[config.mk]
export PLATFORM = sky130hd
export DESIGN_NAME = uc_secuencial
export DESIGN_NICKNAME = d
export VERILOG_FILES = /design/src/rtl/uc_secuencial.sv
export SDC_FILE = /design/constraint.sdc
export NUM_CORES = 1
export LEC_CHECK = 0
export CAP_MARGIN = 10
export CORE_UTILIZATION = 47
export DETAILED_ROUTE_END_ITERATION = 10
export HOLD_SLACK_MARGIN = 0.03
export PLACE_DENSITY_LB_ADDON = 0.3
export SYNTH_ARGS = -nofsm -noshare
export SYNTH_HDL_FRONTEND = slang
export SYNTH_SLANG_ARGS = --single-unit
[constraint.sdc]
create_clock -name clk -period 1.9 [get_ports clk]
set_input_delay 0.475 -clock clk [delete_from_list [all_inputs] [get_ports clk]]
set_output_delay 0.475 -clock clk [all_outputs]
set_load 0.005 [all_outputs]
[src/rtl/uc_secuencial.sv]
// -----------------------------------------------------------------------------
// uc_secuencial
//
// Multicycle sequencing control unit for the microc datapath. Each instruction
// takes two cycles: FETCH captures the opcode into an instruction register,
// and EXEC decodes that register into the datapath control word. Illegal
// opcodes park the unit in HALT until reset. A saturating counter records the
// number of retired (legal) instructions.
//
// Parameters
//   COUNT_W      width of the retired-instruction counter (default 16)
//
// Ports
//   clk          system clock, rising edge
//   reset        asynchronous, active-high reset
//   Opcode[5:0]  opcode from instruction memory, sampled on the FETCH->EXEC edge
//   z            zero flag from the datapath flag register (used live in EXEC)
//   run          1 = free-running, 0 = hold in FETCH
//   s_inc        PC mux select: 1 = PC+1, 0 = jump target
//   s_inm        register-file write-data select: 1 = immediate, 0 = ALU
//   we3          register-file write enable
//   wez          zero-flag register write enable
//   Op[2:0]      ALU operation code
//   pc_we        PC load enable
//   halted       1 while parked in HALT
//   instr_count  saturating retired-instruction count
// -----------------------------------------------------------------------------
module uc_secuencial #(
    parameter int COUNT_W = 16
) (
    input  logic               clk,
    input  logic               reset,
    input  logic [5:0]         Opcode,
    input  logic               z,
    input  logic               run,
    output logic               s_inc,
    output logic               s_inm,
    output logic               we3,
    output logic               wez,
    output logic [2:0]         Op,
    output logic               pc_we,
    output logic               halted,
    output logic [COUNT_W-1:0] instr_count
);

    typedef enum logic [1:0] {
        ST_RST   = 2'd0,
        ST_FETCH = 2'd1,
        ST_EXEC  = 2'd2,
        ST_HALT  = 2'd3
    } state_t;

    // Decoded control word, independent of which state we are in.
    typedef struct packed {
        logic       legal;
        logic       s_inc;
        logic       s_inm;
        logic       we3;
        logic       wez;
        logic [2:0] op;
    } ctrl_t;

    state_t             r_state;
    state_t             w_state_next;
    logic [5:0]         r_ir;
    logic [COUNT_W-1:0] r_instr_count;

    ctrl_t              w_dec;
    logic               w_in_exec;
    logic               w_retire;
    logic               w_count_full;

    // -------------------------------------------------------------------------
    // Opcode decode from the instruction register. The live z is folded in
    // here so conditional jumps see the flag written by the previous
    // instruction.
    // -------------------------------------------------------------------------
    always_comb begin
        // NOTE: every combinational output gets a default before the case so
        // that no path leaves it unassigned and no latch is inferred.
        w_dec = '0;
        casez (r_ir)
            6'b1?????: begin // ALU operation
                w_dec.legal = 1'b1;
                w_dec.op    = r_ir[4:2];
                w_dec.we3   = 1'b1;
                w_dec.wez   = 1'b1;
                w_dec.s_inc = 1'b1;
            end
            6'b000000: begin // nop
                w_dec.legal = 1'b1;
                w_dec.s_inc = 1'b1;
            end
            6'b0001??: begin // li
                w_dec.legal = 1'b1;
                w_dec.s_inm = 1'b1;
                w_dec.we3   = 1'b1;
                w_dec.s_inc = 1'b1;
            end
            6'b010000: begin // j
                w_dec.legal = 1'b1;
                w_dec.s_inc = 1'b0;
            end
            6'b010001: begin // jz: take the jump when z is set
                w_dec.legal = 1'b1;
                w_dec.s_inc = ~z;
            end
            6'b010010: begin // jnz: take the jump when z is clear
                w_dec.legal = 1'b1;
                w_dec.s_inc = z;
            end
            default: begin
                w_dec = '0; // illegal: nothing is written, PC included
            end
        endcase
    end

    // -------------------------------------------------------------------------
    // Next-state logic.
    // -------------------------------------------------------------------------
    always_comb begin
        w_state_next = r_state;
        case (r_state)
            ST_RST:   w_state_next = ST_FETCH;
            ST_FETCH: if (run) w_state_next = ST_EXEC;
            ST_EXEC:  w_state_next = w_dec.legal ? ST_FETCH : ST_HALT;
            ST_HALT:  w_state_next = ST_HALT;
            default:  w_state_next = ST_RST;
        endcase
    end

    // -------------------------------------------------------------------------
    // Outputs. Control is driven only in EXEC; because it is decoded from the
    // state register, an asynchronous reset mid-EXEC drops it immediately and
    // no datapath write lands on the following edge.
    // -------------------------------------------------------------------------
    assign w_in_exec    = (r_state == ST_EXEC);
    assign w_retire     = w_in_exec && w_dec.legal;
    assign w_count_full = &r_instr_count;

    always_comb begin
        s_inc  = 1'b0;
        s_inm  = 1'b0;
        we3    = 1'b0;
        wez    = 1'b0;
        Op     = 3'b000;
        pc_we  = 1'b0;
        if (w_in_exec) begin
            s_inc = w_dec.s_inc;
            s_inm = w_dec.s_inm;
            we3   = w_dec.we3;
            wez   = w_dec.wez;
            Op    = w_dec.op;
            pc_we = w_dec.legal;
        end
    end

    assign halted      = (r_state == ST_HALT);
    assign instr_count = r_instr_count;

    // -------------------------------------------------------------------------
    // State, instruction register and retired-instruction counter.
    // -------------------------------------------------------------------------
    always_ff @(posedge clk or posedge reset) begin
        // NOTE: sequential state uses non-blocking assignments so every
        // register samples the pre-edge values, regardless of block ordering.
        if (reset) begin
            r_state       <= ST_RST;
            r_ir          <= 6'b000000;
            r_instr_count <= '0;
        end else begin
            r_state <= w_state_next;

            // Opcode is only meaningful on the edge that leaves FETCH.
            if (r_state == ST_FETCH && run) begin
                r_ir <= Opcode;
            end

            // Saturate rather than wrap.
            if (w_retire && !w_count_full) begin
                r_instr_count <= r_instr_count + 1'b1;
            end
        end
    end

endmodule

==> metrics.csv, run 1 <==
stage;metric;value;unit
timing;hold-worst-slack;0.474;ns
timing;timing.fmax;477;MHz
global_routing;antenna_found_initial;0;
global_routing;grt.total_usage;23.9;%
finish;fin_area;1830;um2
worst_setup_path;worstPathArrival;1.62;ns
floorplan;floorplan.rows;18;
drt;routed_wirelength;2930;um
clocking;cts_hold_buf;0;
synth;netlist_instances;117;
timing;finalMaxSlewViolations;0;
placed_design;place_congestion;0.825;
worst_setup_path;critPathCaptureType;primary output;
timing;worst_pin_slew;0.411;ns
floorplan;ios;35;
drt;drc;0;
synth;synth_area;1240;um2
clocking;ctsHtreeMaxLevel;1;
placed_design;placed_area;1790;um2
synth;synth_fp_nets;128;
clocking;cts_tree;done;
synth;synth-async-reset-ratio;100;%
clocking;cts-root-buf;clkbuf_4;
worst_setup_path;crit_type;flip-flop to primary output;
floorplan;dieArea;2850;um2
drt;via_per_inst;5.45;
synth;synth_edf_count;0;
synth;synthFlopType;dfrtp_1;
global_routing;grt_pass1_wl;4820;um
clocking;cts_num_sinks;24;
worst_setup_path;reg2reg_depth;8;
placed_design;dp_hpwl;2150;um
global_routing;overflow;0;
finish;utilization;73.7;%
finish;layout.nets;191;
clocking;clk_latency;0.32;ns
pwr;p_leak;0.843;nW
worst_setup_path;cp_max_fo;3;
clocking;clock_path_buffers;2;
pwr;vdd_ir_drop_max;0.000756;V
synth;synth_cell_types;34;
finish;areaGrowthSynthToFinish;47.1;%
finish;diodes;0;
timing;tns;-0.508;ns
timing;rsz0062_at_grt;true;
drt;ant_nets;0;
global_routing;grt_pass1_vias;1093;
floorplan;initial_core_util;50.1;%
timing;hold_viol;0;
synth;synth.top_cell.area_share;48.4;%
drt;drt_iter0_drc;21;
finish;drive_gt1_share;30.3;%
drt;routedWlPerCell;14.1;um
clocking;cts_buffers;3;
synth;avgSynthCellArea;10.6;um2
pwr;power_density;850;nW/um2
timing;finClkSkew;0.00206;ns
synth;seq_area_frac_synth;48.4;%
drt;vias;1133;
placed_design;place_ws;-0.506;ns
synth;ys_seq_elements;24;
synth;post-synth-top-count-cell;dfrtp_1;
outcome;status;complete, but fails checks;
timing;period_needed;2.10;ns
floorplan;die_h;53.4;um
outcome;violations;setup timing;
timing;fin_crit_sh;110;%
timing;finalWorstSetupSlack;-0.198;ns
synth;yosysTopAreaCell;dfrtp_1;
floorplan;core;2480;um2
worst_setup_path;rrSetupSlack;0.07;ns
hold_path;hold_path.class;input pin to async pin;
drt;drtPass1Iterations;6;
floorplan;die_width;53.4;um
run;cap_violations;0;
timing;setup_violations;3;
placed_design;portBuffers;34;
global_routing;grt_max_degree;25;
synth;synth_top_cells_by_area;dfrtp_1 (48%), mux2_2 (6.4%), xnor2_1 (5.6%);
clocking;clkSlewWorstSetupHoldPaths;0.13;ns
timing;relSlewSlack;72.3;%
worst_setup_path;worstPathRequired;1.42;ns
synth;yosys-top-cells-count;dfrtp_1 (24), nand2_1 (8), xnor2_1 (8);
worst_setup_path;critPathLaunchType;flip-flop;
synth;yosysWarnings;0;
-- metrics by stage --
step | std cells | power, mW
after floorplan | 117 | 0.943
after global placement | 204 | 1.27
after detailed placement | 204 | 1.30
after CTS | 208 | 1.54
after global routing | 208 | 1.65
final | 208 | 1.55
-- power breakdown --
part / switching, mW / internal, mW
sequential: 0.0767 / 0.593
combinational: 0.259 / 0.396
clock: 0.153 / 0.0744
total: 0.488 / 1.06
-- sequential cells by signal (all words and copies together) (netlist names) --
name         count
r_ir             6
instr_count     16
r_state          2
-- cell usage in the layout (no fill, tap or decap), drive strengths merged, types with 2 or more instances in the layout --
cell type       n
or2             2
clkbuf          7
o21ai           3
clkdlybuf4s50  25
inv             6
dfrtp          24
nand3           5
buf            28
nand4           6
nor4            4
nand2b          3
and2            2
nand2           8
xnor2           8
and3            6
nand3b          2
xor2            4
mux2            8
nor2            7
a21oi           6
-- layout make-up --
cell class	count	area [um2]
clock buffers	3	22.5
fillers	186	652
inverters	6	22.5
multi-input cells	87	647
flip-flops and latches	24	601
well taps	30	37.5
repair buffers	58	495
-- metal layers --
metal  up-vias  GRT usage [%]  routed length (um)  part of all wire (%)
li1        542              -                   -                     -
met1       552           28.1                1260                    43
met2        32           42.7                1510                    51
met3         7           3.45                 111                   3.8
met4         0           9.65                  59                   2.0
met5         -              0                   0                     0
-- worst paths after layout --
kind	start	end
max in group asynchronous	reset	instr_count[5]
worst min register to register	instr_count[6]	instr_count[6]
worst max register to register	r_ir[1]	instr_count[8]
worst min-delay path	reset	instr_count[3]
min in group clk	instr_count[6]	instr_count[6]
worst max-delay path	r_ir[1]	s_inc
-- cells by family after synthesis --
group,Yosys count,synth area share [%]
DFF,24,48.4
AOI/OAI and AO/OA,16,8.97
muxes,8,7.56
buffers and inverters,6,1.81
adders and majority gates,1,1.01
xor gates and xnor gates,12,8.47
and+or+nand+nor,50,23.8
-- critical path: stages (launching register included) --
cell       delay, ns
dfrtp_1         0.44
o21ba_4         0.23
o2bb2ai_2       0.12
or2_4           0.24
inv_2           0.07
o21a_1          0.10
buf_2           0.10
-- timing repair --
action / 4_1_cts / 5_1_grt
pin swaps: 3 / 1
setup buffers: 1 / 0
gates resized for setup: 31 / 8
setup endpoints to repair: 9 / 17
Note: power is estimated with default switching activity, not from simulation.
==> run 2, diff against run 1 <==
--- a/config.mk
+++ b/config.mk
@@ -9,7 +9,7 @@
 export CORE_UTILIZATION = 47
 export DETAILED_ROUTE_END_ITERATION = 10
 export HOLD_SLACK_MARGIN = 0.03
-export PLACE_DENSITY_LB_ADDON = 0.3
+export PLACE_DENSITY_LB_ADDON = 0.15
 export SYNTH_ARGS = -nofsm -noshare
 export SYNTH_HDL_FRONTEND = slang
 export SYNTH_SLANG_ARGS = --single-unit
==> run 2 against run 1 <==
Compared with the run above: the flow still finishes with violations (setup timing); combinational power is 0.9% higher; first-iteration DRC count grew 9.5%; hold slack better by 0.022 ns; global-route usage increased by 0.86 points; via count decreased by 0.88%; clock power is 4% lower; cell count rose by 1.4%; sequential share of layout area shrank 0.92 points; maximum frequency up 1.7%.
==> metrics.csv, run 2 (synthesized netlist as in run 1, its figures left out) <==
stage;metric;value;unit
outcome;status;complete, but fails checks;
outcome;violations;setup timing;
finish;layout_commonest_cell;buf_4;
timing;worst_pin_slew;0.550;ns
clocking;clk_latency;0.31;ns
global_routing;grt.total_usage;24.8;%
timing;hold_viol;0;
pwr;power_density;821;nW/um2
global_routing;grt_pass1_vias;1139;
pwr;switching_share;31.3;%
worst_setup_path;cp_max_fo;3;
drt;drt_iter0_drc;23;
timing;timing.fmax;485;MHz
drt;vias;1123;
floorplan;die_h;53.4;um
drt;ant_nets;0;
worst_setup_path;crit_chain;o21ba_4, o2bb2ai_2, or2_4, inv_4, o21a_1, buf_2;
pwr;p_clk_share;14.2;%
clocking;cts_buffers;3;
drt;routed_wirelength;3150;um
timing;rsz0062_at_grt;true;
placed_design;place_congestion;0.823;
clocking;cts_num_sinks;24;
clocking;clock_path_buffers;2;
finish;drive_gt1_share;32.6;%
global_routing;grt_max_degree;25;
worst_setup_path;worstPathArrival;1.59;ns
clocking;cts_hold_buf;0;
floorplan;die_width;53.4;um
floorplan;core;2480;um2
finish;multi_input_area;668;um2
global_routing;antenna_found_initial;0;
clocking;ctsHtreeMaxLevel;1;
finish;instances_no_fill;211;
pwr;power.internal;1.06;mW
placed_design;dp.cells;201;
worst_setup_path;worstPathRequired;1.42;ns
global_routing;grt_pass1_wl;4980;um
floorplan;ios;35;
finish;layout.nets;194;
drt;via_per_inst;5.32;
hold_path;hold_path.class;input pin to async pin;
timing;finalMaxSlewViolations;0;
timing;finalWorstSetupSlack;-0.162;ns
drt;drtPass1Iterations;4;
pwr;seqPwrFrac;43.0;%
drt;routedWlPerCell;14.9;um
worst_setup_path;crit_path_top_delay_cell;dfrtp_1;
placed_design;dp_hpwl;2180;um
finish;seqCellArea;601;um2
pwr;power_frac_comb;42.8;%
pwr;p_leak;0.891;nW
finish;largest_reg_flops;16;
placed_design;portBuffers;34;
finish;diodes;0;
placed_design;place_ws;-0.519;ns
floorplan;initial_core_util;50.1;%
clocking;clkSlewWorstSetupHoldPaths;0.13;ns
timing;relSlewSlack;63.1;%
timing;fin_crit_sh;109;%
timing;finClkSkew;0.00312;ns
timing;period_needed;2.06;ns
worst_setup_path;worst_path_largest_cell_delay;0.43;ns
finish;fillerInstances;182;
run;cap_violations;0;
worst_setup_path;critPathLaunchType;flip-flop;
floorplan;floorplan.rows;18;
finish;areaGrowthSynthToFinish;51.3;%
floorplan;dieArea;2850;um2
global_routing;overflow;0;
worst_setup_path;rrSetupSlack;0.08;ns
worst_setup_path;critPathCaptureType;primary output;
timing;setup_violations;3;
worst_setup_path;critical_path_buf_inv_count;2;
clocking;cts_tree;done;
clocking;cts-root-buf;clkbuf_4;
worst_setup_path;crit_family;compound AO/OA/AOI/OAI gates;
drt;drc;0;
pwr;p_sw;0.483;mW
worst_setup_path;crit_type;flip-flop to primary output;
pwr;vdd_ir_drop_max;0.000771;V
finish;most-common-layout-cells;buf_4 (26), clkdlybuf4s50_1 (25), dfrtp_1 (24), nand2_1 (8), xnor2_1 (8);
==> run 2: area by class of cell <==
| class | count | area share (%) |
|---|---|---|
| clock buffer | 3 | 1.20 |
| inverter | 6 | 1.33 |
| multi-input combinational | 87 | 35.6 |
| sequential | 24 | 32.0 |
| tap | 30 | 2.00 |
| timing repair buffer | 61 | 27.9 |
==> run 2: power groups by stage <==
stage | clock (mW) | combinational (mW) | sequential, mW
finish | 0.219 | 0.661 | 0.663
global placement | 0 | 0.572 | 0.658
detailed placement | 0 | 0.589 | 0.666
global route | 0.253 | 0.709 | 0.677
CTS | 0.224 | 0.629 | 0.661
floorplan | 0 | 0.243 | 0.700
==> run 2: per-stage QoR <==
step                      cell area (um2)  power (mW)  utilization (%)  hold slack (ns)  TNS, ns
final                                1880        1.54             75.8            0.496   -0.434
after global routing                 1880        1.64             75.8            0.544   -0.666
after CTS                            1820        1.51             73.6            0.499   -0.374
after detailed placement             1770        1.26             71.4            0.507   -0.931
after global placement               1770        1.23             71.4            0.482   -0.861
after floorplan                      1240       0.943                -            0.485        0
==> run 2: worst reg2reg max path, cell delays in order, from the launching register on <==
cell and delay [ns]:
dfrtp_1 0.43, o21ba_4 0.23, o2bb2ai_2 0.12, buf_4 0.13, buf_4 0.14, a211oi_2 0.15
buf_4 0.18, nand4_1 0.14, xnor2_1 0.22
==> run 2: repair_timing <==
item / in CTS / in global routing
setup buffers: 3 / 4
setup endpoints to repair: 9 / 12
pin swaps: 4 / 8
gates resized for setup: 33 / 12
==> run 2: path summary, 6_finish.rpt <==
path                            startpoint              end  depth (start not counted)
max in group asynchronous            reset  instr_count[13]                          3
setup reg to reg                   r_ir[1]   instr_count[6]                          8
hold / removal                       reset   instr_count[1]                          3
setup / recovery                   r_ir[1]            s_inc                          6
hold reg to reg            instr_count[15]  instr_count[15]                          1
min in group clk           instr_count[15]  instr_count[15]                          1
==> run 2: layer usage <==
layer | wire [um] | up-vias | track usage [%]
met5 | 0 | - | 0
met4 | 46 | 0 | 14.9
met3 | 88 | 4 | 2.87
li1 | - | 547 | -
met1 | 1270 | 544 | 27.2
met2 | 1740 | 28 | 44.6
==> run 3, diff against run 2 <==
--- a/config.mk
+++ b/config.mk
@@ -10,6 +10,7 @@
 export DETAILED_ROUTE_END_ITERATION = 10
 export HOLD_SLACK_MARGIN = 0.03
 export PLACE_DENSITY_LB_ADDON = 0.15
+export REMOVE_ABC_BUFFERS = 1
 export SYNTH_ARGS = -nofsm -noshare
 export SYNTH_HDL_FRONTEND = slang
 export SYNTH_SLANG_ARGS = --single-unit
==> results of run 3 <==
Same layout as run 2: the final DEF is identical, and so are final timing and power.
